==> src/rtl/arm_block_transfer_seq_pkg.sv <==
// arm_block_transfer_seq_pkg: shared types for the LDM/STM block-transfer sequencer.
package arm_block_transfer_seq_pkg;
  localparam int WORD_BYTES = 4;
  typedef enum logic [1:0] {DA = 2'b00, IA = 2'b01, DB = 2'b10, IB = 2'b11} block_mode_t;
endpackage

==> src/rtl/arm_block_transfer_seq_scanner.sv <==
// arm_block_transfer_seq_scanner: lowest set bit index and popcount of a register list.
module arm_block_transfer_seq_scanner #(
  parameter int N = 16,
  localparam int IW = $clog2(N),
  localparam int CW = $clog2(N + 1)
) (
  input  logic [N-1:0]  i_list,
  output logic [IW-1:0] o_low,
  output logic [CW-1:0] o_cnt
);
  always_comb begin
    o_low = '0;
    o_cnt = '0;
    for (int i = N - 1; i >= 0; i--) begin
      if (i_list[i]) o_low = IW'(i);
      o_cnt = o_cnt + CW'(i_list[i]);
    end
  end
endmodule

==> src/rtl/arm_block_transfer_seq.sv <==
// arm_block_transfer_seq: sequences ARM LDM/STM word transfers, base writeback and S-bit rules.
module arm_block_transfer_seq
  import arm_block_transfer_seq_pkg::*;
#(
  parameter int ADDR_W = 32,
  parameter int NUM_REGS = 16,
  localparam int IW = $clog2(NUM_REGS),
  localparam int CW = $clog2(NUM_REGS + 1)
) (
  input  logic                clk,
  input  logic                rst_n,
  input  logic                i_start,
  output logic                o_start_ready,
  input  logic                i_is_load,
  input  logic                i_p,
  input  logic                i_u,
  input  logic                i_s,
  input  logic                i_w,
  input  logic [NUM_REGS-1:0] i_reg_list,
  input  logic [IW-1:0]       i_rn_idx,
  input  logic [ADDR_W-1:0]   i_base_val,
  output logic                o_mem_req,
  output logic                o_mem_we,
  output logic [ADDR_W-1:0]   o_mem_addr,
  output logic [ADDR_W-1:0]   o_mem_wdata,
  input  logic                i_mem_ack,
  input  logic [ADDR_W-1:0]   i_mem_rdata,
  output logic [IW-1:0]       o_rf_rd_idx,
  input  logic [ADDR_W-1:0]   i_rf_rd_data,
  output logic                o_rf_wr_en,
  output logic [IW-1:0]       o_rf_wr_idx,
  output logic [ADDR_W-1:0]   o_rf_wr_data,
  output logic                o_rf_user_bank,
  output logic                o_spsr_restore,
  output logic                o_done
);
  localparam logic [2:0] S_IDLE = 3'd0, S_SETUP = 3'd1, S_XFER = 3'd2, S_WB = 3'd3;
  logic [2:0]          r_state;
  logic [NUM_REGS-1:0] r_list;
  logic [ADDR_W-1:0]   r_base, r_addr, r_new_base;
  logic [IW-1:0]       r_rn;
  logic                r_is_load, r_s, r_w, r_empty, r_r15, r_rn_in, r_rn_lowest;
  block_mode_t         r_mode;
  logic [IW-1:0]       w_low;
  logic [CW-1:0]       w_cnt;
  logic [NUM_REGS-1:0] w_in_list;
  logic [ADDR_W-1:0]   w_base, w_span, w_start;
  logic                w_xfer, w_wb, w_ld_wr, w_wb_en, w_store_rn;

  arm_block_transfer_seq_scanner #(.N(NUM_REGS)) u_scan (
    .i_list(r_list),
    .o_low (w_low),
    .o_cnt (w_cnt)
  );

  // An empty list behaves as {R15} but moves the base by the full 16 words.
  assign w_in_list = i_reg_list == '0 ? {1'b1, {(NUM_REGS-1){1'b0}}} : i_reg_list;
  assign w_base    = {r_base[ADDR_W-1:2], 2'b00};
  assign w_span    = (r_empty ? ADDR_W'(NUM_REGS) : ADDR_W'(w_cnt)) * ADDR_W'(WORD_BYTES);
  assign w_start   = r_mode == IA ? w_base :
                     r_mode == IB ? w_base + ADDR_W'(WORD_BYTES) :
                     r_mode == DA ? w_base - w_span + ADDR_W'(WORD_BYTES) : w_base - w_span;

  always_ff @(posedge clk or negedge rst_n) begin
    if (!rst_n) begin
      r_state     <= S_IDLE;
      r_list      <= '0;
      r_base      <= '0;
      r_addr      <= '0;
      r_new_base  <= '0;
      r_rn        <= '0;
      r_is_load   <= 1'b0;
      r_s         <= 1'b0;
      r_w         <= 1'b0;
      r_empty     <= 1'b0;
      r_r15       <= 1'b0;
      r_rn_in     <= 1'b0;
      r_rn_lowest <= 1'b0;
      r_mode      <= IA;
    end else begin
      case (r_state)
        S_IDLE: if (i_start) begin
          r_state   <= S_SETUP;
          r_list    <= w_in_list;
          r_empty   <= i_reg_list == '0;
          r_base    <= i_base_val;
          r_rn      <= i_rn_idx;
          r_is_load <= i_is_load;
          r_s       <= i_s;
          r_w       <= i_w;
          r_mode    <= block_mode_t'({i_p, i_u});
          r_r15     <= w_in_list[NUM_REGS-1];
          r_rn_in   <= w_in_list[i_rn_idx];
        end
        S_SETUP: begin
          r_state     <= S_XFER;
          r_addr      <= w_start;
          r_new_base  <= r_mode inside {IA, IB} ? w_base + w_span : w_base - w_span;
          r_rn_lowest <= w_low == r_rn;
        end
        S_XFER: if (i_mem_ack) begin
          r_list  <= r_list & ~(NUM_REGS'(1) << w_low);
          r_addr  <= r_addr + ADDR_W'(WORD_BYTES);
          r_state <= w_cnt == CW'(1) ? S_WB : S_XFER;
        end
        default: r_state <= S_IDLE;
      endcase
    end
  end

  assign w_xfer         = r_state == S_XFER;
  assign w_wb           = r_state == S_WB;
  assign w_ld_wr        = w_xfer && r_is_load && i_mem_ack;
  // A loaded Rn takes precedence over the written-back base.
  assign w_wb_en        = w_wb && r_w && !(r_is_load && r_rn_in);
  assign w_store_rn     = r_w && w_low == r_rn;
  assign o_start_ready  = r_state == S_IDLE;
  assign o_mem_req      = w_xfer;
  assign o_mem_we       = w_xfer && !r_is_load;
  assign o_mem_addr     = w_xfer ? r_addr : '0;
  assign o_mem_wdata    = !o_mem_we ? '0 : w_store_rn ? (r_rn_lowest ? r_base : r_new_base) : i_rf_rd_data;
  assign o_rf_rd_idx    = w_xfer ? w_low : '0;
  assign o_rf_wr_en     = w_ld_wr || w_wb_en;
  assign o_rf_wr_idx    = w_ld_wr ? w_low : w_wb_en ? r_rn : '0;
  assign o_rf_wr_data   = w_ld_wr ? i_mem_rdata : w_wb_en ? r_new_base : '0;
  assign o_rf_user_bank = w_xfer && r_s && !(r_is_load && r_r15);
  assign o_spsr_restore = w_wb && r_s && r_is_load && r_r15;
  assign o_done         = w_wb;
endmodule

==> config.mk <==
export PLATFORM = sky130hd
export DESIGN_NAME = arm_block_transfer_seq
export DESIGN_NICKNAME = d
export VERILOG_FILES = /design/src/rtl/arm_block_transfer_seq_pkg.sv /design/src/rtl/arm_block_transfer_seq_scanner.sv /design/src/rtl/arm_block_transfer_seq.sv
export SDC_FILE = /design/constraint.sdc
export NUM_CORES = 1
export LEC_CHECK = 0
export BUFFER_PORTS_ARGS = -buffer_cell sky130_fd_sc_hd__buf_2
export CAP_MARGIN = 15
export CORE_MARGIN = 2
export CORE_UTILIZATION = 61
export CTS_CLUSTER_DIAMETER = 200
export DETAILED_ROUTE_END_ITERATION = 8
export PLACE_DENSITY = 0.95
export SYNTH_ARGS = -nofsm -noshare
export SYNTH_HDL_FRONTEND = slang
export SYNTH_SLANG_ARGS = --single-unit
==> constraint.sdc <==
create_clock -name clk -period 21.6 [get_ports clk]
set_clock_uncertainty 0.2 [all_clocks]
set_input_delay 1.08 -clock clk [delete_from_list [all_inputs] [get_ports clk]]
set_output_delay 1.08 -clock clk [all_outputs]
set_load 0.01 [all_outputs]
; Word level (Yosys, flattened, before mapping)
; Cells that the tools add are included.
[op_classes]
add_sub_neg = 20
n_mul = 0
n_div = 0
n_lt_le_gt_ge = 1
eq_ne = 9
shifts = 1
mux = 42
bitwise = 2
n_reduce_logical = 27
[op_table]
columns = op, n
row1 = two-way mux 32 bit, 11
row2 = "adder 32 x 3 -> 32 bit, second input constant", 3
row3 = two-way mux 4 bit, 19
row4 = adder 5 x 1 -> 5 bit, 14
row5 = case mux 32 bit (2 select lines), 1
row6 = two-way mux 16 bit, 3
row7 = adder 32 x 7 -> 32 bit, 1
row8 = case mux 16 bit (2 select lines), 1
row9 = subtractor 32 x 7 -> 32 bit, 1
row10 = bitwise AND 16 bit, 1
row11 = zero test 16 bit, 1
row12 = inverter 16 bit, 1
row13 = "<< shifter 1 x 4 -> 16 bit, first input constant", 1
row14 = logical AND 1 bit, 13
row15 = case mux 3 bit (3 select lines), 1
row16 = "== test 3 x 2 -> 1 bit, second input constant", 2
row17 = two-way mux 3 bit, 2
row18 = AND reduction 2 bit, 3
row19 = nonzero test 2 bit, 3
row20 = "== test 5 x 1 -> 1 bit, second input constant", 1
row21 = "less-than comparator 4 x 5 -> 1 bit, second input constant", 1
row22 = two-way mux 5 bit, 1
row23 = binary-select mux 1 bit (select 4 bit), 1
row24 = == test 4 bit, 1
row25 = other kinds (11), 15
[word_totals]
ff_bits = 128
latch_bits = 0
mem_bits_rw = 0
rom_bits = 0
input_bits = 125
out_inout_bits = 111
elab_cells = 116
n_memories = 0

; Logic depth before layout (Yosys ltp)
; Gate-level depths: netlist of run 1.
[logic_depth]
ltp_word = 22
mapped_depth = 28
mapped_depth_nobuf = 25

; By module
; A second synthesis of run 1 with hierarchy kept.
[unflattened]
cells_unflattened = 1355
hier_area_um2 = 10974.3
[by_module_without_submodules]
columns = module, instances, cells_each, area_per_inst_um2, seq_area_each_um2
row1 = arm_block_transfer_seq, 1, 1284, 10423.7, 3079.2
row2 = arm_block_transfer_seq_scanner, 1, 71, 550.5, 0.0

; Worst setup path after synthesis of run 1
; OpenSTA, ideal clock, no wires.
[synth_path]
path_kind = reg2reg
from = reg r_list[14]
to = reg r_addr[31]
setup_ns = 0.126
t_arrival_ns = 6.748
required_ns = 21.274
path_slack_ns = 14.526
stages_incl_launch_ff = 26
path_buffers = 2
synth_period_minus_slack_ns = 7.074
cell_sequence = dfrtp_1 inv_1 ha_1 inv_1 fa_1 fa_1 fa_1 fa_1 inv_1 ha_1 a21o_1 a21oi_1 xor2_1 or2_2 ha_1 clkbuf_1 nor2b_1 a221oi_1 clkbuf_1 nand2_1 o311ai_2 o2111ai_1 or3_4 nor4b_4 xnor2_1 a221o_1
[synth_via]
elab_chain_len = 22
[synth_rtl]
columns = item, line
row1 = start: declaration, arm_block_transfer_seq.sv:39  ; logic [NUM_REGS-1:0] r_list;
row2 = start signal: assignment, arm_block_transfer_seq.sv:84  ; r_list <= w_in_list;
row3 = start signal: assignment, arm_block_transfer_seq.sv:102  ; r_list <= r_list & ~(NUM_REGS'(1) << w_low);
row4 = adder 1 x 1 -> 2 bit *, arm_block_transfer_seq_scanner.sv:16  ; o_cnt = o_cnt + CW'(i_list[i]);
row5 = adder 5 x 1 -> 5 bit * (14 in series), arm_block_transfer_seq_scanner.sv:16
row6 = two-way mux 5 bit *, arm_block_transfer_seq.sv:59  ; assign w_span = (r_empty ? ADDR_W'(NUM_REGS) : ADDR_W'(w_cnt)) * ADDR_W'(WORD_BYTES);
row7 = subtractor 32 x 7 -> 32 bit *, arm_block_transfer_seq.sv:62  ; r_mode == DA ? w_base - w_span + ADDR_W'(WORD_BYTES) : w_base - w_span;
row8 = adder 32 x 3 -> 32 bit, arm_block_transfer_seq.sv:62
row9 = two-way mux 32 bit *, arm_block_transfer_seq.sv:62
row10 = two-way mux 32 bit *, arm_block_transfer_seq.sv:61  ; r_mode == IB ? w_base + ADDR_W'(WORD_BYTES) :
row11 = two-way mux 32 bit *, arm_block_transfer_seq.sv:60  ; assign w_start = r_mode == IA ? w_base :
row12 = case mux 32 bit (2 select lines) *, arm_block_transfer_seq.sv:81  ; case (r_state)
row13 = end signal: assignment, arm_block_transfer_seq.sv:97  ; r_addr <= w_start;
row14 = end signal: assignment, arm_block_transfer_seq.sv:103  ; r_addr <= r_addr + ADDR_W'(WORD_BYTES);
row15 = end: declaration, arm_block_transfer_seq.sv:40  ; logic [ADDR_W-1:0] r_base, r_addr, r_new_base;
; Every way passes the cells marked *; elsewhere a longest branch is shown, timed or not.
; A chain may end at the register's enable or synchronous reset.

; Final worst setup path of run 1
[layout_path]
from = reg r_list[15]
to = reg r_addr[30]
; Same word-level chain as after synthesis.

==> results of run 1 <==
[path summary, 6_finish.rpt]
| check | from | to | slack (ns) | depth (start not counted) |
|---|---|---|---|---|
| hold / removal | r_base[0]$_DFFE_PN0P_ | r_base[0]$_DFFE_PN0P_ | 0.32 | 1 |
| hold reg to reg | r_base[0]$_DFFE_PN0P_ | r_base[0]$_DFFE_PN0P_ | 0.32 | 1 |
| setup reg to reg | r_list[15]$_DFFE_PN0P_ | r_addr[30]$_DFFE_PN0P_ | 13.84 | 24 |
| min in group asynchronous | rst_n | r_addr[27]$_DFFE_PN0P_ | 0.49 | 1 |
| max in group asynchronous | rst_n | r_rn_lowest$_DFFE_PN0P_ | 19.29 | 2 |
| setup / recovery | r_list[15]$_DFFE_PN0P_ | r_addr[30]$_DFFE_PN0P_ | 13.84 | 24 |
[kinds of logic after synthesis]
group           synth area share
flops                      0.282
simple gates               0.218
xor+xnor                  0.0762
other cells             0.000344
fa+ha+maj                 0.0518
buf+inv                   0.0553
compound gates             0.194
mux                        0.122
[synth_stat cells (5+ instances only)]
| cell type | instances | share of area |
|---|---|---|
| a211oi_1 | 38 | 0.026 |
| a21o_1 | 11 | 0.0076 |
| a21oi_1 | 56 | 0.026 |
| a22o_1 | 39 | 0.031 |
| a22oi_1 | 6 | 0.0041 |
| a31oi_1 | 14 | 0.0080 |
| and2_1 | 36 | 0.021 |
| and3_1 | 23 | 0.013 |
| and4_1 | 8 | 0.0064 |
| buf_1 | 8 | 0.0028 |
| clkbuf_1 | 85 | 0.029 |
| dfrtp_1 | 122 | 0.28 |
| fa_1 | 12 | 0.022 |
| ha_1 | 26 | 0.030 |
| inv_1 | 58 | 0.020 |
| mux2_2 | 72 | 0.074 |
| mux2i_1 | 39 | 0.036 |
| mux4_2 | 6 | 0.012 |
| nand2_1 | 102 | 0.035 |
| nand2b_1 | 5 | 0.0029 |
| nand3_1 | 39 | 0.018 |
| nand4_1 | 34 | 0.019 |
| nor2_1 | 104 | 0.036 |
| nor2b_1 | 15 | 0.0086 |
| nor3_1 | 34 | 0.016 |
| nor3b_1 | 5 | 0.0034 |
| nor4_1 | 14 | 0.0080 |
| nor4b_1 | 5 | 0.0040 |
| o211ai_1 | 6 | 0.0041 |
| o21ai_0 | 58 | 0.027 |
| o221ai_1 | 6 | 0.0048 |
| o22ai_1 | 9 | 0.0052 |
| o31ai_1 | 11 | 0.0076 |
| or2_2 | 7 | 0.0040 |
| or3_1 | 14 | 0.0080 |
| xnor2_1 | 64 | 0.051 |
| xor2_1 | 31 | 0.025 |
[layer usage]
metal	track usage	wire length (µm)	vias to the layer above
li1	-	-	5041
met1	0.451	13100	5323
met2	0.627	17500	687
met3	0.0740	2990	134
met4	0.178	1640	0
met5	0	0	-
[sequential cells by signal (all words and copies together) (netlist names)]
signal,flops
r_state,2
r_base,32
r_s,1
r_mode,2
r_empty,1
r_list,16
r_new_base,30
r_is_load,1
r_rn,4
r_rn_lowest,1
r_w,1
r_addr,30
r_rn_in,1
r_r15,1
[per-stage QoR]
step	cell area (µm²)	util	cells	hold WS, ns	setup WS, ns
floorplan	10900	-	1295	0.265	14.53
global route	12700	0.729	1699	0.341	13.41
finish	12700	0.729	1699	0.316	13.84
detailed placement	12100	0.693	1666	0.302	13.98
global placement	12100	0.693	1666	0.289	14.22
CTS	12700	0.729	1698	0.315	13.94
[layout make-up]
cell class | instances | area share
Multi-Input combinational cell | 1016 | 0.570
Clock inverter | 14 | 0.0144
Tap cell | 225 | 0.0222
Clock buffer | 18 | 0.0346
Sequential cell | 123 | 0.243
Inverter | 58 | 0.0171
Timing Repair Buffer | 244 | 0.0986
Antenna cell | 1 | 0.000197
[worst max-delay path, stage by stage, from the launching register on]
cell      delay [ns]
dfrtp_1         0.37
inv_1           0.07
ha_1            0.27
inv_1           0.05
fa_1            0.45
fa_1            0.44
fa_1            0.53
fa_1            0.64
inv_1           0.06
ha_1            0.28
a21o_1          0.15
a21oi_1         0.16
xor2_1          0.12
or2_2           0.30
ha_1            0.40
nor2b_1         0.22
a221oi_1        0.25
buf_4           0.22
nand4_1         0.39
or4_1           0.62
a32oi_2         0.36
o211ai_2        0.27
nor4_1          0.37
xor2_1          0.20
o221ai_1        0.18
==> flow_summary.json, run 1 <==
{
  "synth_seq_cells": 123,
  "start_util": 0.627,
  "status": "finished, violations left",
  "post-route-min-period_ns": 7.76,
  "grt_usage": 0.370,
  "synthCells": 1294,
  "final_nets": 1623,
  "tightest_slew_ns": 1.20,
  "worstPathArrival_ns": 7.82,
  "ys.flop_type": "dfrtp_1",
  "cts_setup_buffers": 0,
  "dieArea_mm2": 0.0190,
  "synth.distinct_cells": 78,
  "grt_pass1_wl_um": 54300,
  "rsz0062_at_grt": "no",
  "clock-root-buffer": "clkbuf_16",
  "fmax_ghz": 0.129,
  "drc": 2,
  "ant_nets": 0,
  "clk_latency_ns": 0.44,
  "critPathMaxFanout": 11,
  "layout_commonest_cell": "buf_2",
  "die_x_um": 138,
  "cts_tree": "done",
  "avgSynthCellArea_um2": 8.43,
  "routed_wl_um": 35200,
  "via_per_inst": 6.58,
  "worstHoldPathType": "reg2reg",
  "async_flop_share": 1.00,
  "finalHoldViolations": 0,
  "finalSetupTns_ns": 0,
  "finalSetupViolations": 0,
  "layout-drive-gt1-share": 0.257,
  "yosysSeqAreaShare": 0.282,
  "vias": 11200,
  "cts_made_buffers": 17,
  "io_pins": 236,
  "cp-end-kind": "flip-flop",
  "violations": "design-rule violations",
  "cts_buffer_depth": 2,
  "maxSlewHeadroom": 0.201,
  "first_global_vias": 10400,
  "drt-wirelength-per-cell_um": 20.7,
  "syn_area_mm2": 0.0109,
  "syn_to_final_growth_pct": 16.3,
  "place_congestion": 1.00,
  "drv_slew": 0,
  "synth_edf_count": 0,
  "dieHeight_um": 138,
  "multiInputGateArea_mm2": 0.00724,
  "regArea_mm2": 0.00308,
  "port_buffers": 233,
  "cp-start-kind": "flip-flop",
  "yosys_warnings": 0,
  "rows": 48,
  "cts.clk_slew.worst_paths_ns": 0.06,
  "period_share": 0.359,
  "cap_viol_max_count": 0,
  "grt_max_degree": 74,
  "dp_hpwl_um": 25400,
  "initialDrtViolationCount": 1033,
  "antenna_found_initial": 1,
  "path_class": "reg2reg",
  "cts_resized": 0,
  "final_cell_mix": "buf_2, dfrtp_1, nor2_1",
  "drt_pass1_iterations": 9,
  "core_mm2": 0.0174,
  "ctsHoldBuffers": 0,
  "clkSinkCount": 123,
  "overflow": 0,
  "nFillCells": 1290,
  "htree_num_levels": 4,
  "required_ns": 21.67
}
Power of run 1 is left out: the tool's default activity adds up to more than one toggle a clock period on the data nets, which glitch-free logic cannot reach.
==> run 2, diff against run 1 <==
--- a/config.mk
+++ b/config.mk
@@ -8,10 +8,10 @@
 export BUFFER_PORTS_ARGS = -buffer_cell sky130_fd_sc_hd__buf_2
 export CAP_MARGIN = 15
 export CORE_MARGIN = 2
-export CORE_UTILIZATION = 61
+export CORE_UTILIZATION = 56
 export CTS_CLUSTER_DIAMETER = 200
 export DETAILED_ROUTE_END_ITERATION = 8
-export PLACE_DENSITY = 0.95
+export PLACE_DENSITY = 0.93
 export SYNTH_ARGS = -nofsm -noshare
 export SYNTH_HDL_FRONTEND = slang
 export SYNTH_SLANG_ARGS = --single-unit
==> constraint.sdc (replaced) <==
create_clock -name clk -period 7.35 [get_ports clk]
set_clock_uncertainty 0.2 [all_clocks]
set_input_delay 0.3675 -clock clk [delete_from_list [all_inputs] [get_ports clk]]
set_output_delay 0.3675 -clock clk [all_outputs]
set_load 0.01 [all_outputs]
==> run 2 against run 1 <==
- die area is 8.7% higher
- global-route usage is 2.0 points lower
- non-clock buffer count is 71 higher
- cell count is 6.5% higher
- sequential share of layout area is 1.4 points lower
- highest routed layer unchanged
- the flow now finishes without violations
- register-to-register slack worse by 14 ns
- first-iteration DRC count is 24% higher
==> flow_summary.json, run 2 (synthesis gave the netlist of run 1 again) <==
{
  "antenna_found_initial": 0,
  "regArea_mm2": 0.00308,
  "grt_pass1_wl_um": 56600,
  "start_util": 0.566,
  "final_nets": 1695,
  "routed_wl_um": 36700,
  "r2r_cells": 22,
  "cp-start-kind": "flip-flop",
  "cts.clk_slew.worst_paths_ns": 0.07,
  "largest_reg_flops": 32,
  "dp_cells": 1724,
  "rrSetupSlack_ns": 0.20,
  "dieArea_mm2": 0.0206,
  "period_share": 0.972,
  "die_x_um": 144,
  "drt_pass1_iterations": 6,
  "initialDrtViolationCount": 1283,
  "multiInputGateArea_mm2": 0.00736,
  "finalSetupTns_ns": 0,
  "clock-root-buffer": "clkbuf_16",
  "drt-wirelength-per-cell_um": 20.3,
  "cp-end-kind": "flip-flop",
  "rsz0062_at_grt": "no",
  "grt_max_degree": 74,
  "dp_hpwl_um": 25600,
  "vias": 11600,
  "clk_latency_ns": 0.44,
  "whs_path_depth": 3,
  "rows": 51,
  "min_to": "r_list[7]$_DFFE_PN0P_",
  "hold_path_startpoint": "i_reg_list[7]",
  "cts_buffer_depth": 2,
  "status": "finished clean",
  "syn_to_final_growth_pct": 23.4,
  "stdcell_count": 1810,
  "tightest_slew_ns": 1.12,
  "dieHeight_um": 144,
  "place_congestion": 1.01,
  "path_class": "reg2reg",
  "finalHoldViolations": 0,
  "finalSetupViolations": 0,
  "drv_slew": 0,
  "port_buffers": 233,
  "critical_path.reg2reg.endpoint": "r_addr[31]$_DFFE_PN0P_",
  "regMostFlops": "r_base",
  "core_mm2": 0.0193,
  "cap_viol_max_count": 0,
  "grt_usage": 0.350,
  "met2_length_um": 18100,
  "fmax_ghz": 0.140,
  "rr_startpoint": "r_list[15]$_DFFE_PN0P_",
  "cts_made_buffers": 17,
  "startpoint": "r_list[15]$_DFFE_PN0P_",
  "via_per_inst": 6.43,
  "wirelength_met1_um": 13700,
  "cts_tree": "done",
  "diodes": 0,
  "critPathMaxFanout": 7,
  "layout_commonest_cell": "buf_2",
  "maxSlewHeadroom": 0.254,
  "required_ns": 7.46,
  "overflow": 0,
  "final_cell_mix": "buf_2, dfrtp_1, nor2_1",
  "clkSinkCount": 123,
  "worstHoldPathType": "in2reg",
  "ant_nets": 0,
  "drc": 0,
  "htree_num_levels": 4,
  "top_regs": "r_base (32), r_addr (30), r_new_base (30)",
  "first_global_vias": 11100,
  "worstPathArrival_ns": 7.26,
  "dr_wl_met3_um": 3050,
  "nFillCells": 1508,
  "top_layer": "met4",
  "layout-drive-gt1-share": 0.271,
  "io_pins": 236,
  "post-route-min-period_ns": 7.15
}
-- run 2: changes by cell type in the layout (fill, tap and decap cells not counted), sizes merged, moves of 2 or more --
| cell | change |
|---|---|
| inv | -4 |
| dlygate4sd3 | +46 |
| buf | +24 |
| clkinv | +3 |
| clkinvlp | +2 |
-- run 2: layer usage --
layer | vias up | track usage
met3 | 173 | 0.0703
met2 | 755 | 0.595
li1 | 5197 | -
met1 | 5511 | 0.420
met5 | - | 0
met4 | 0 | 0.182
-- run 2: worst max-delay path by stage --
stage / to / slack, ns / depth (start not counted)
global placement: r_addr[31]$_DFFE_PN0P_ / 0.26 / 22
CTS: r_addr[31]$_DFFE_PN0P_ / 0.04 / 22
global route: r_addr[31]$_DFFE_PN0P_ / 0.006 / 22
floorplan: r_addr[31]$_DFFE_PN0P_ / 0.28 / 25
detailed placement: r_addr[31]$_DFFE_PN0P_ / 0.08 / 22
finish: r_addr[31]$_DFFE_PN0P_ / 0.20 / 22
-- run 2: area by class of cell --
type                       count  share of cell area
sequential                   123               0.229
timing repair buffer         315               0.141
multi-input combinational   1017               0.546
tap                          265              0.0246
clock buffer                  18              0.0319
inverter                      58              0.0162
clock inverter                14              0.0108
-- run 2: worst max-delay path, stage by stage (launching register included) --
cell and delay (ns):
dfrtp_1 0.37, inv_1 0.07, ha_1 0.28, inv_1 0.05, fa_1 0.49, fa_1 0.43
fa_1 0.54, fa_1 0.44, fa_2 0.37, fa_1 0.40, nor2b_1 0.18, o21ai_0 0.12
nand2b_1 0.15, ha_2 0.33, and4b_2 0.36, nand2_2 0.13, or4b_2 0.64, o211ai_2 0.19
o2111ai_2 0.18, or3_4 0.39, nor4b_4 0.23, xnor2_1 0.11, a221o_1 0.35
-- run 2: metrics by stage --
stage | worst slack, ns | hold slack (ns) | utilization | area, µm²
final | 0.203 | 0.00757 | 0.699 | 13500
after global routing | 0.00648 | 0.00179 | 0.699 | 13500
after floorplan | 0.276 | -0.128 | - | 10900
after detailed placement | 0.0811 | 0.238 | 0.636 | 12300
after CTS | 0.0360 | 0.000260 | 0.689 | 13300
after global placement | 0.263 | 0.232 | 0.636 | 12300
-- run 2: repair_timing --
item / 4_1_cts / 5_1_grt
endpoints found under the hold margin: 94 / 1
resized for setup: 0 / 21
setup buffers: 0 / 6
setup endpoints to repair: 0 / 18
hold buffers: 45 / 1
Power of run 2 is left out for the same reason.
